[src/rtl/cpu_defs_pkg.sv]
// Shared CPU definitions: fetch FSM encoding, reset PC, bus width defaults.
// No logic; types and constants only.
package cpu_defs_pkg;

  localparam int ADDR_W_DEF = 32;
  localparam int DATA_W_DEF = 32;

  localparam logic [31:0] PC_INIT = 32'h1bfffffc;

  typedef enum logic [1:0] {
    S_IDLE = 2'd0,
    S_ADDR = 2'd1,
    S_DATA = 2'd2,
    S_HOLD = 2'd3
  } fetch_state_e;

endpackage

[src/rtl/inst_resp_buf.sv]
// One-entry fetched-word register with load/clear; load wins over clear.
// Latency: 1 cycle from load to o_vld. Backpressure: holds until cleared.
// Synchronous active-low reset clears both data and valid.
module inst_resp_buf #(
  parameter int W = 32
) (
  input  logic         clk,
  input  logic         rst,
  input  logic         i_load,
  input  logic         i_clr,
  input  logic [W-1:0] i_dat,
  output logic [W-1:0] o_dat,
  output logic         o_vld
);

  logic [W-1:0] r_dat;
  logic         r_vld;

  always_ff @(posedge clk) begin
    if (!rst) begin
      r_dat <= '0;
      r_vld <= 1'b0;
    end else if (i_load) begin
      r_dat <= i_dat;
      r_vld <= 1'b1;
    end else if (i_clr) begin
      r_vld <= 1'b0;
    end
  end

  assign o_dat = r_dat;
  assign o_vld = r_vld;

endmodule

[src/rtl/inst_fetch_bridge.sv]
// IF-side bridge to a split addr_ok/data_ok instruction port, one fetch in flight.
// Latency: accept in cycle 0, mem_req in cycle 1, inst_valid in cycle 3 (zero-wait bus).
// Backpressure: word held until ID_allowin; new requests refused while holding or cancelling.
module inst_fetch_bridge
  import cpu_defs_pkg::*;
#(
  parameter int ADDR_W = ADDR_W_DEF,
  parameter int DATA_W = DATA_W_DEF
) (
  input  logic              clk,
  input  logic              rst,
  input  logic              inst_sram_en,
  input  logic [ADDR_W-1:0] pc_next,
  input  logic              ID_allowin,
  input  logic              flush,
  output logic              inst_ready,
  output logic              inst_valid,
  output logic [DATA_W-1:0] inst,
  output logic              mem_req,
  output logic [ADDR_W-1:0] mem_addr,
  input  logic              mem_addr_ok,
  input  logic              mem_data_ok,
  input  logic [DATA_W-1:0] mem_rdata
);

  fetch_state_e      r_state;
  fetch_state_e      w_state_nxt;
  logic              r_cancel;
  logic              w_cancel_nxt;
  logic [ADDR_W-1:0] r_mem_addr;
  logic              w_accept;
  logic              w_load;
  logic              w_clr;

  // A cancelled fetch must drain from the bus before anything new is issued.
  assign w_accept = rst & inst_sram_en & ~r_cancel &
                    ((r_state == S_IDLE) |
                     ((r_state == S_HOLD) & ID_allowin & ~flush));

  always_comb begin
    w_state_nxt  = r_state;
    w_cancel_nxt = r_cancel;
    w_load       = 1'b0;
    w_clr        = 1'b0;
    case (r_state)
      S_IDLE: begin
        if (w_accept) w_state_nxt = S_ADDR;
      end
      S_ADDR: begin
        if (flush)       w_cancel_nxt = 1'b1;
        if (mem_addr_ok) w_state_nxt  = S_DATA;
      end
      S_DATA: begin
        if (mem_data_ok) begin
          if (r_cancel | flush) begin
            w_cancel_nxt = 1'b0;
            w_state_nxt  = S_IDLE;
          end else begin
            w_load      = 1'b1;
            w_state_nxt = S_HOLD;
          end
        end else if (flush) begin
          w_cancel_nxt = 1'b1;
        end
      end
      S_HOLD: begin
        if (flush) begin
          w_clr       = 1'b1;
          w_state_nxt = S_IDLE;
        end else if (ID_allowin) begin
          w_clr       = 1'b1;
          w_state_nxt = w_accept ? S_ADDR : S_IDLE;
        end
      end
      default: w_state_nxt = S_IDLE;
    endcase
  end

  always_ff @(posedge clk) begin
    if (!rst) begin
      r_state    <= S_IDLE;
      r_cancel   <= 1'b0;
      r_mem_addr <= '0;
    end else begin
      r_state  <= w_state_nxt;
      r_cancel <= w_cancel_nxt;
      if (w_accept) r_mem_addr <= pc_next;
    end
  end

  inst_resp_buf #(
    .W(DATA_W)
  ) u_resp_buf (
    .clk   (clk),
    .rst   (rst),
    .i_load(w_load),
    .i_clr (w_clr),
    .i_dat (mem_rdata),
    .o_dat (inst),
    .o_vld (inst_valid)
  );

  assign inst_ready = w_accept;
  assign mem_req    = (r_state == S_ADDR);
  assign mem_addr   = r_mem_addr;

endmodule

[config.mk]
export PLATFORM = sky130hd
export DESIGN_NAME = inst_fetch_bridge
export DESIGN_NICKNAME = d
export VERILOG_FILES = /design/src/rtl/cpu_defs_pkg.sv /design/src/rtl/inst_resp_buf.sv /design/src/rtl/inst_fetch_bridge.sv
export SDC_FILE = /design/constraint.sdc
export NUM_CORES = 1
export LEC_CHECK = 0
export ABC_AREA = 1
export BUFFER_PORTS_ARGS = -buffer_cell sky130_fd_sc_hd__buf_2
export CORE_MARGIN = 1.5
export CORE_UTILIZATION = 37
export CTS_CLUSTER_DIAMETER = 120
export DETAILED_ROUTE_END_ITERATION = 12
export GPL_ROUTABILITY_DRIVEN = 0
export GPL_TIMING_DRIVEN = 0
export PLACE_DENSITY_LB_ADDON = 0.3
export SLEW_MARGIN = 25
export SYNTH_ARGS = -nofsm -noshare
export SYNTH_HDL_FRONTEND = slang
export SYNTH_HIERARCHICAL = 1
export SYNTH_SLANG_ARGS = --single-unit
[constraint.sdc]
create_clock -name clk -period 4.6 [get_ports clk]
set_clock_uncertainty 0.1 [all_clocks]
set_input_delay 0.23 -clock clk [delete_from_list [all_inputs] [get_ports clk]]
set_output_delay 0.23 -clock clk [all_outputs]
set_load 0.1 [all_outputs]
==> impl_metrics.toml, run 1 <==
[synthesis]
yosys_warnings = 6
synth_compound_area_share_pct = 14.3
ys_async_sr_fraction_pct = 0
synthCells = 330
synthTopCellsByArea = "dfxtp_1 (53%), nor2_1 (19%), o21ai_0 (8.9%)"
synth_top_family_by_area = "simple AND/OR/NAND/NOR gates"
synth_top_area_share_pct = 52.6
syn-cell-area_sq_um = 2590
syn_nets = 406
synthAdderAreaFrac_pct = 2.42
synthXorXnorAreaFrac_pct = 0
ys_types = 24
syn_avg_cell_area_sq_um = 7.84
yosys.area_share.simple_pct = 23.2
synth_edf_count = 0
ys_seq_area_share_pct = 52.6
ys.flop_type = "dfxtp_1"
synth_largest_area_cell = "dfxtp_1"
synthMuxAreaShare_pct = 0
yosys_register_bits = 68

[placement]
preCtsSetupSlack_ns = 2.61
dpl.hpwl_um = 4630
io_buffers = 137
placed_cell_area_sq_um = 3390
place_inst = 563

[sta]
tightest_slew_ns = 0.502
hold_violations = 0
relSlewSlack_pct = 66.8
period_needed_ns = 2.33
rsz0062_at_grt = "false"
max_freq_mhz = 430
drv_slew = 0
setup_viol = 0
tns_ns = 0
fin_crit_sh_pct = 50.6
setup_ws_ns = 2.27

[cells_and_area]
drive_above_1_share_pct = 35.3
fin_nets = 556
instances_no_fill = 580
num_antenna_cells = 0
design_area_sq_um = 3580
syn2layout_area_growth_pct = 38.4

[global_route]
grt_pass1_wl_um = 10200
antenna_found_initial = 0
overflow = 0
grt_max_degree = 15
grt_use_total_pct = 17.1
grt_pass1_vias = 2362

[detailed_routing]
drt-initial-drc-count = 48
first_pass_iters = 4
routedWlPerCell_um = 10.8
routed_via_density = 4.43
vias = 2572
drc = 0
detail-route-antenna-nets = 0
finalWirelength_um = 6250

[floorplanning]
rows = 30
dieArea_sq_um = 7500
start_util_pct = 38.1
die-height_um = 86.6
core-area_sq_um = 6790
io_pins = 138
die_w_um = 86.6

[critical_path]
cp.buffers_inverters = 4
critical_path.top_delay_family = "buffers and inverters"
critPathKind = "register to output pin"
critPathMaxStageDelay_ns = 0.42
startpoint = "r_state[1]$_SDFFE_PN0P_"
critPathMaxFanout = 10
worst_setup_path_end_kind = "output pin"
critPathLaunchType = "register"
crit_arrival_ns = 2.00
worstReg2RegStart = "r_state[0]$_SDFFE_PN0P_"
cp_slowest_cell = "buf_2"
rr_worst_depth = 7
critPathRequiredTime_ns = 4.27
cp_common_cell = "nand2_1"
critical_path.cell_chain = "ha_1 > inv_1 > nor2_1 > nand2_1 > nand2_1 > nand2_4 > inv_4 > buf_8 > buf_2"
cp.depth = 9

[clock_network]
cts_setup_buffers = 0
cts_resized = 0
htreeDepth = 3
cts_buffers = 9
clkLatencyLatePin_ns = 0.32
clock_path_buffers = 2
cts_root_buffer = "clkbuf_8"
cts.clk_slew.worst_paths_ns = 0.07
cts_num_sinks = 68
cts_hold_buf = 2
cts_tree = "done"

[power]
leakage_nw = 1.88
power_density_nw_per_um2 = 585
ir_worst_vdd_v = 0.000226
total_power_mw = 2.09

[worst_hold_path]
hold-path-cell-count = 3
worstHoldStart = "mem_rdata[5]"
hp-class = "input port to register"

[status]
status = "finished clean"

[job]
maxCapViolCount = 0
[cell families after synthesis]
family / count (synthesis)
compound gates: 72
fa+ha+maj: 5
buf+inv: 31
flops: 68
simple gates: 154
[stage by stage]
stage | hold slack [ns] | utilization (%)
global route | 0.00638 | 52.7
global placement | 0.351 | 49.9
floorplan | 0.247 | -
detailed placement | 0.357 | 49.9
CTS | 0.00121 | 52.7
finish | 0.0218 | 52.7
[final timing paths]
kind	slack, ns	end
worst max register to register	2.90	u_resp_buf/o_dat[21]$_SDFFE_PN0P_
worst min-delay path	0.02	u_resp_buf/o_dat[5]$_SDFFE_PN0P_
worst min register to register	0.37	u_resp_buf/o_vld$_SDFFE_PN0P_
worst max-delay path	2.27	inst_ready
[cell usage in the layout, fill, tap and decap left out, types with 2 or more instances in the layout]
cell / n
a21oi_1: 4
clkinv_2: 2
buf_2: 137
o21ai_1: 19
o21ai_0: 46
dlygate4sd3_1: 2
clkbuf_8: 11
clkbuf_2: 5
clkbuf_1: 4
nor2_1: 134
clkbuf_4: 3
ha_1: 5
nand3_1: 2
nand2_1: 14
dfxtp_1: 68
inv_1: 11
buf_6: 6
[cell usage after synthesis (2+ instances only)]
cell and count:
ha_1 5, nand2_1 14, buf_6 6, clkbuf_4 3, o21ai_1 19, clkbuf_1 2
a21oi_1 4, nand3_1 2, dfxtp_1 68, clkbuf_2 5, inv_1 11, o21ai_0 46
nor2_1 134
[registers in the layout, summed over array words and instances (netlist names)]
name and cells:
r_state 2, u_resp_buf/o_dat 32, r_cancel 1, mem_addr 32, u_resp_buf/o_vld 1
[power by group]
part | internal [mW] | switching (mW)
Sequential | 0.673 | 0.0427
Combinational | 0.178 | 0.775
Clock | 0.221 | 0.205
Total | 1.07 | 1.02
[cell type report]
type                    count  area, sq um
multi-input cells         231         1030
fillers                   692         3210
well taps                  96          120
plain buffers              18          141
clock inverters             2         10.0
inverters                  13         51.3
repair buffers            139          706
clock buffers              13          159
flip-flops and latches     68         1360
[worst register-to-register path, stage by stage (launching register included)]
cell and delay (ns):
dfxtp_1 0.34, inv_1 0.14, ha_1 0.25, and3_1 0.32, inv_2 0.13, buf_6 0.17
nor2_1 0.10, nor2_1 0.06
[routing by layer]
metal | share of wire [%] | vias up | GRT usage, %
li1 | - | 1349 | -
met4 | 1.6 | 0 | 8.36
met1 | 45 | 1124 | 20.0
met2 | 46 | 90 | 28.0
met5 | 0 | - | 0
met3 | 7.2 | 9 | 5.62
(Power assumes the default switching activity.)
==> run 2, diff against run 1 <==
- clock period: 4.6 -> 2.35 ns (I/O delays scaled with it)
==> run 2 against run 1 <==
Compared with the run above:
- first-iteration DRC count up 69%
- sequential share of layout area decreased by 5.7 points
- setup slack got worse by 2.0 ns
- wire length grew 19%
- hold slack better by 0.026 ns
- combinational power is 110% higher
- final cell count is 11% higher
- design area up 18%
- critical endpoint unchanged
- non-clock buffer count up 63
==> impl_metrics.toml, run 2 (synthesized netlist as in run 1, its figures left out) <==
[status]
status = "finished clean"

[clock_network]
htreeDepth = 3
cts_root_buffer = "clkbuf_8"
cts_num_sinks = 68
cts_tree = "done"
clkLatencyLatePin_ns = 0.32
cts_setup_buffers = 0
cts_buffers = 9
cts.clk_slew.worst_paths_ns = 0.06
clock_path_buffers = 2

[floorplanning]
start_util_pct = 38.1
die-height_um = 86.6
io_pins = 138
die_w_um = 86.6
dieArea_sq_um = 7500
rows = 30
core-area_sq_um = 6790

[detailed_routing]
vias = 2859
finalWirelength_um = 7420
detail-route-antenna-nets = 0
drc = 0
routedWlPerCell_um = 11.5
drt-initial-drc-count = 81
routed_via_density = 4.45
first_pass_iters = 6

[placement]
preCtsSetupSlack_ns = 0.470
dpl.hpwl_um = 4630
io_buffers = 137

[sta]
tightest_slew_ns = 0.503
period_needed_ns = 2.12
fin_crit_sh_pct = 90.2
setup_viol = 0
hold_violations = 0
max_freq_mhz = 472
rsz0062_at_grt = "false"
setup_ws_ns = 0.229
relSlewSlack_pct = 66.7
tns_ns = 0
drv_slew = 0

[cells_and_area]
syn2layout_area_growth_pct = 62.9
fin_nets = 619
final_common_cell = "buf_2"
num_antenna_cells = 0
mostFrequentLayoutCells = "buf_2 (136), nor2_1 (134), dfxtp_1 (68)"
utilization_pct = 62.0
drive_above_1_share_pct = 31.3

[critical_path]
critPathMaxFanout = 10
critPathRequiredTime_ns = 2.13
worst_setup_path_end_kind = "output pin"
critPathLaunchType = "register"
crit_arrival_ns = 1.90
critPathKind = "register to output pin"

[worst_hold_path]
hp-class = "input port to register"

[global_route]
grt_max_degree = 15
overflow = 0
grt_pass1_vias = 2748
grt_pass1_wl_um = 11900
grt_use_total_pct = 20.2
antenna_found_initial = 0

[power]
leakage_nw = 2.15
power_density_nw_per_um2 = 996
ir_worst_vdd_v = 0.000444

[job]
maxCapViolCount = 0
## run 2: path summary, 6_finish.rpt
kind | startpoint | end | slack, ns | cells past startpoint
setup / recovery | r_state[1]$_SDFFE_PN0P_ | inst_ready | 0.23 | 9
hold / removal | flush | r_cancel$_SDFFE_PN0P_ | 0.05 | 3
setup reg to reg | r_state[0]$_SDFFE_PN0P_ | u_resp_buf/o_dat[6]$_SDFFE_PN0P_ | 0.60 | 6
hold reg to reg | u_resp_buf/o_vld$_SDFFE_PN0P_ | u_resp_buf/o_vld$_SDFFE_PN0P_ | 0.37 | 2
## run 2: layout make-up
cell class                      instances  area (sq um)
Inverter                               13          51.3
Buffer                                 18           141
Tap cell                               96           120
Clock buffer                           13           159
Clock inverter                          2          10.0
Timing Repair Buffer                  202          1340
Fill cell                             617          2580
Sequential cell                        68          1360
Multi-Input combinational cell        231          1030
## run 2: routing by layer
metal | vias to the layer above | global-route usage [%] | share of wire, %
li1 | 1479 | - | -
met1 | 1269 | 21.7 | 41
met2 | 102 | 36.1 | 51
met3 | 9 | 6.29 | 6.6
met4 | 0 | 9.24 | 1.2
met5 | - | 0 | 0
## run 2: what timing repair did
action / in CTS / in global routing
endpoints found under the hold margin: 65 / 0
hold buffers: 65 / 0
resized for setup: 0 / 1
endpoints found under the setup margin: 0 / 1
## run 2: per-stage QoR
step           total power [mW]  hold slack, ns  area, sq um  instances
2_1_floorplan              2.99           0.134         2590        330
3_3_place_gp               3.28           0.238         3390        563
3_5_place_dp               3.30           0.245         3390        563
4_1_cts                    4.23          0.0218         4210        643
5_1_grt                    4.42          0.0540         4220        643
6_report                   4.20          0.0478         4220        643
## run 2: power by group
| group | switching, mW | internal, mW |
|---|---|---|
| clock | 0.402 | 0.433 |
| sequential | 0.0870 | 1.32 |
| combinational | 1.54 | 0.418 |
| total | 2.03 | 2.17 |
## run 2: critical path: stages (launching register included)
cell and delay [ns]:
dfxtp_1 0.40, ha_1 0.18, inv_1 0.06, nor2_1 0.12, nand2_1 0.07, nand2_1 0.10
nand2_4 0.09, inv_4 0.10, buf_8 0.13, clkbuf_4 0.33
==> run 3, diff against run 2 <==
- PLACE_DENSITY: not set -> 0.68
- PLACE_DENSITY_LB_ADDON: 0.3 -> not set
- RECOVER_POWER: not set -> 25
==> run 3 against run 2 <==
Compared with the run above:
- first-iteration DRC count rose by 57%
- global-route usage rose by 0.49 points
- sequential cell count did not move
==> impl_metrics.toml, run 3 (synthesized netlist as in run 1, its figures left out) <==
[status]
status = "finished clean"

[critical_path]
cp_common_cell = "nand2_1"
critPathMaxFanout = 10
critPathMaxStageDelay_ns = 0.42
critPathRequiredTime_ns = 2.13
crit_arrival_ns = 1.95
timing.rr.end = "u_resp_buf/o_dat[8]$_SDFFE_PN0P_"
critPathLaunchType = "register"
rr_worst_depth = 6
ff2ff_setup_slack_ns = 0.57
worst_setup_path_end_kind = "output pin"
worstReg2RegStart = "r_state[0]$_SDFFE_PN0P_"
critical_path.cell_chain = "ha_1 > inv_1 > nor2_1 > nand2_1 > nand2_1 > nand2_4 > inv_4 > buf_8 > clkbuf_4"
critPathKind = "register to output pin"
cp_slowest_cell = "dfxtp_1"

[detailed_routing]
routed_via_density = 4.45
drc = 0
first_pass_iters = 6
routedWlPerCell_um = 11.8
detail-route-antenna-nets = 0
finalWirelength_um = 7630
vias = 2867
drt-initial-drc-count = 127

[worst_hold_path]
hold-path-cell-count = 3
hp-class = "input port to register"
hold_end = "r_cancel$_SDFFE_PN0P_"
worstHoldStart = "flush"

[clock_network]
cts_buffers = 9
cts_root_buffer = "clkbuf_8"
cts_setup_buffers = 0
clock_path_buffers = 2
clkLatencyLatePin_ns = 0.33
cts_num_sinks = 68
htreeDepth = 3
cts.clk_slew.worst_paths_ns = 0.07
cts_tree = "done"

[cells_and_area]
fillerInstances = 604
syn2layout_area_growth_pct = 63.5
num_antenna_cells = 0
drive_above_1_share_pct = 25.7
fin_nets = 619
final_common_cell = "nor2_1"
mostFrequentLayoutCells = "nor2_1 (134), buf_2 (103), dfxtp_1 (68)"
instances_no_fill = 644

[global_route]
grtUsageMet1_pct = 22.8
grt_pass1_wl_um = 12300
grt_max_degree = 15
use_met2_pct = 36.7
met3_usage_pct = 5.52
overflow = 0
antenna_found_initial = 0
grt_use_total_pct = 20.7
busiest_layer = "met2"
grt_pass1_vias = 2841

[sta]
relSlewSlack_pct = 20.8
tightest_slew_ns = 1.19
drv_slew = 0
rsz0062_at_grt = "false"
fin_crit_sh_pct = 92.3
period_needed_ns = 2.17
setup_ws_ns = 0.181
hold_violations = 0
tns_ns = 0
setup_viol = 0
max_freq_mhz = 461

[power]
leakage_nw = 2.02
total_power_mw = 4.42
power_density_nw_per_um2 = 1050
ir_worst_vdd_v = 0.000412

[placement]
place_inst = 563
preCtsSetupSlack_ns = 0.443
dpl.hpwl_um = 4660
io_buffers = 137

[floorplanning]
die_w_um = 86.6
core-area_sq_um = 6790
io_pins = 138
rows = 30
die-height_um = 86.6
dieArea_sq_um = 7500
start_util_pct = 38.1

[job]
maxCapViolCount = 0
==> run 3: cell count changes in the layout (fill, tap and decap cells not counted) <==
cell	change
clkinv_2	-1
clkbuf_8	-1
clkinvlp_4	+3
bufinv_16	+2
buf_2	-33
clkbuf_1	+31
==> run 3: layout make-up <==
type	count	area, sq um	area share [%]
Inverter	13	51.3	1.21
Clock buffer	10	138	3.25
Sequential cell	68	1360	32.2
Tap cell	96	120	2.84
Timing Repair Buffer	202	1300	30.7
Buffer	18	141	3.34
Clock inverter	6	87.6	2.07
Multi-Input combinational cell	231	1030	24.4
==> run 3: worst max path at each step <==
stage	from	to	slack [ns]	cells past startpoint
floorplan	r_state[1]$_SDFFE_PN0P_	r_state[0]$_SDFFE_PN0P_	0.45	9
global placement	r_state[1]$_SDFFE_PN0P_	inst_ready	0.45	9
detailed placement	r_state[1]$_SDFFE_PN0P_	inst_ready	0.44	9
CTS	r_state[1]$_SDFFE_PN0P_	inst_ready	0.06	9
global route	r_state[1]$_SDFFE_PN0P_	inst_ready	0.03	9
finish	r_state[1]$_SDFFE_PN0P_	inst_ready	0.18	9
==> run 3: where the power goes <==
part	internal (mW)	total, mW	switching [mW]
registers	1.32	1.41	0.0954
logic	0.399	1.95	1.55
clock network	0.624	1.06	0.438
total	2.34	4.42	2.08
==> run 3: stage by stage <==
| step | util, % | area [sq um] | hold WS, ns |
|---|---|---|---|
| 2_1_floorplan | - | 2590 | 0.134 |
| 3_3_place_gp | 49.9 | 3390 | 0.239 |
| 3_5_place_dp | 49.9 | 3390 | 0.246 |
| 4_1_cts | 62.8 | 4270 | 0.0222 |
| 5_1_grt | 62.3 | 4230 | 0.0533 |
| 6_report | 62.3 | 4230 | 0.0516 |
==> run 3: timing repair <==
item / CTS / global route
hold buffers: 65 / 0
gates resized for setup: 0 / 1
endpoints found under the hold margin: 65 / 0
setup endpoints to repair: 0 / 1
==> run 3: routing by layer <==
| metal | share of wire (%) | wire (um) | vias up |
|---|---|---|---|
| li1 | - | - | 1473 |
| met1 | 42 | 3210 | 1274 |
| met2 | 50 | 3800 | 107 |
| met3 | 6.6 | 507 | 13 |
| met4 | 1.5 | 113 | 0 |
| met5 | 0 | 0 | - |
==> run 3: worst max-delay path, delay by kind of cell (launching register included) <==
family | cells | cell delay [ns]
buf+inv | 4 | 0.62
fa+ha+maj | 1 | 0.18
simple gates | 4 | 0.40
flops | 1 | 0.42
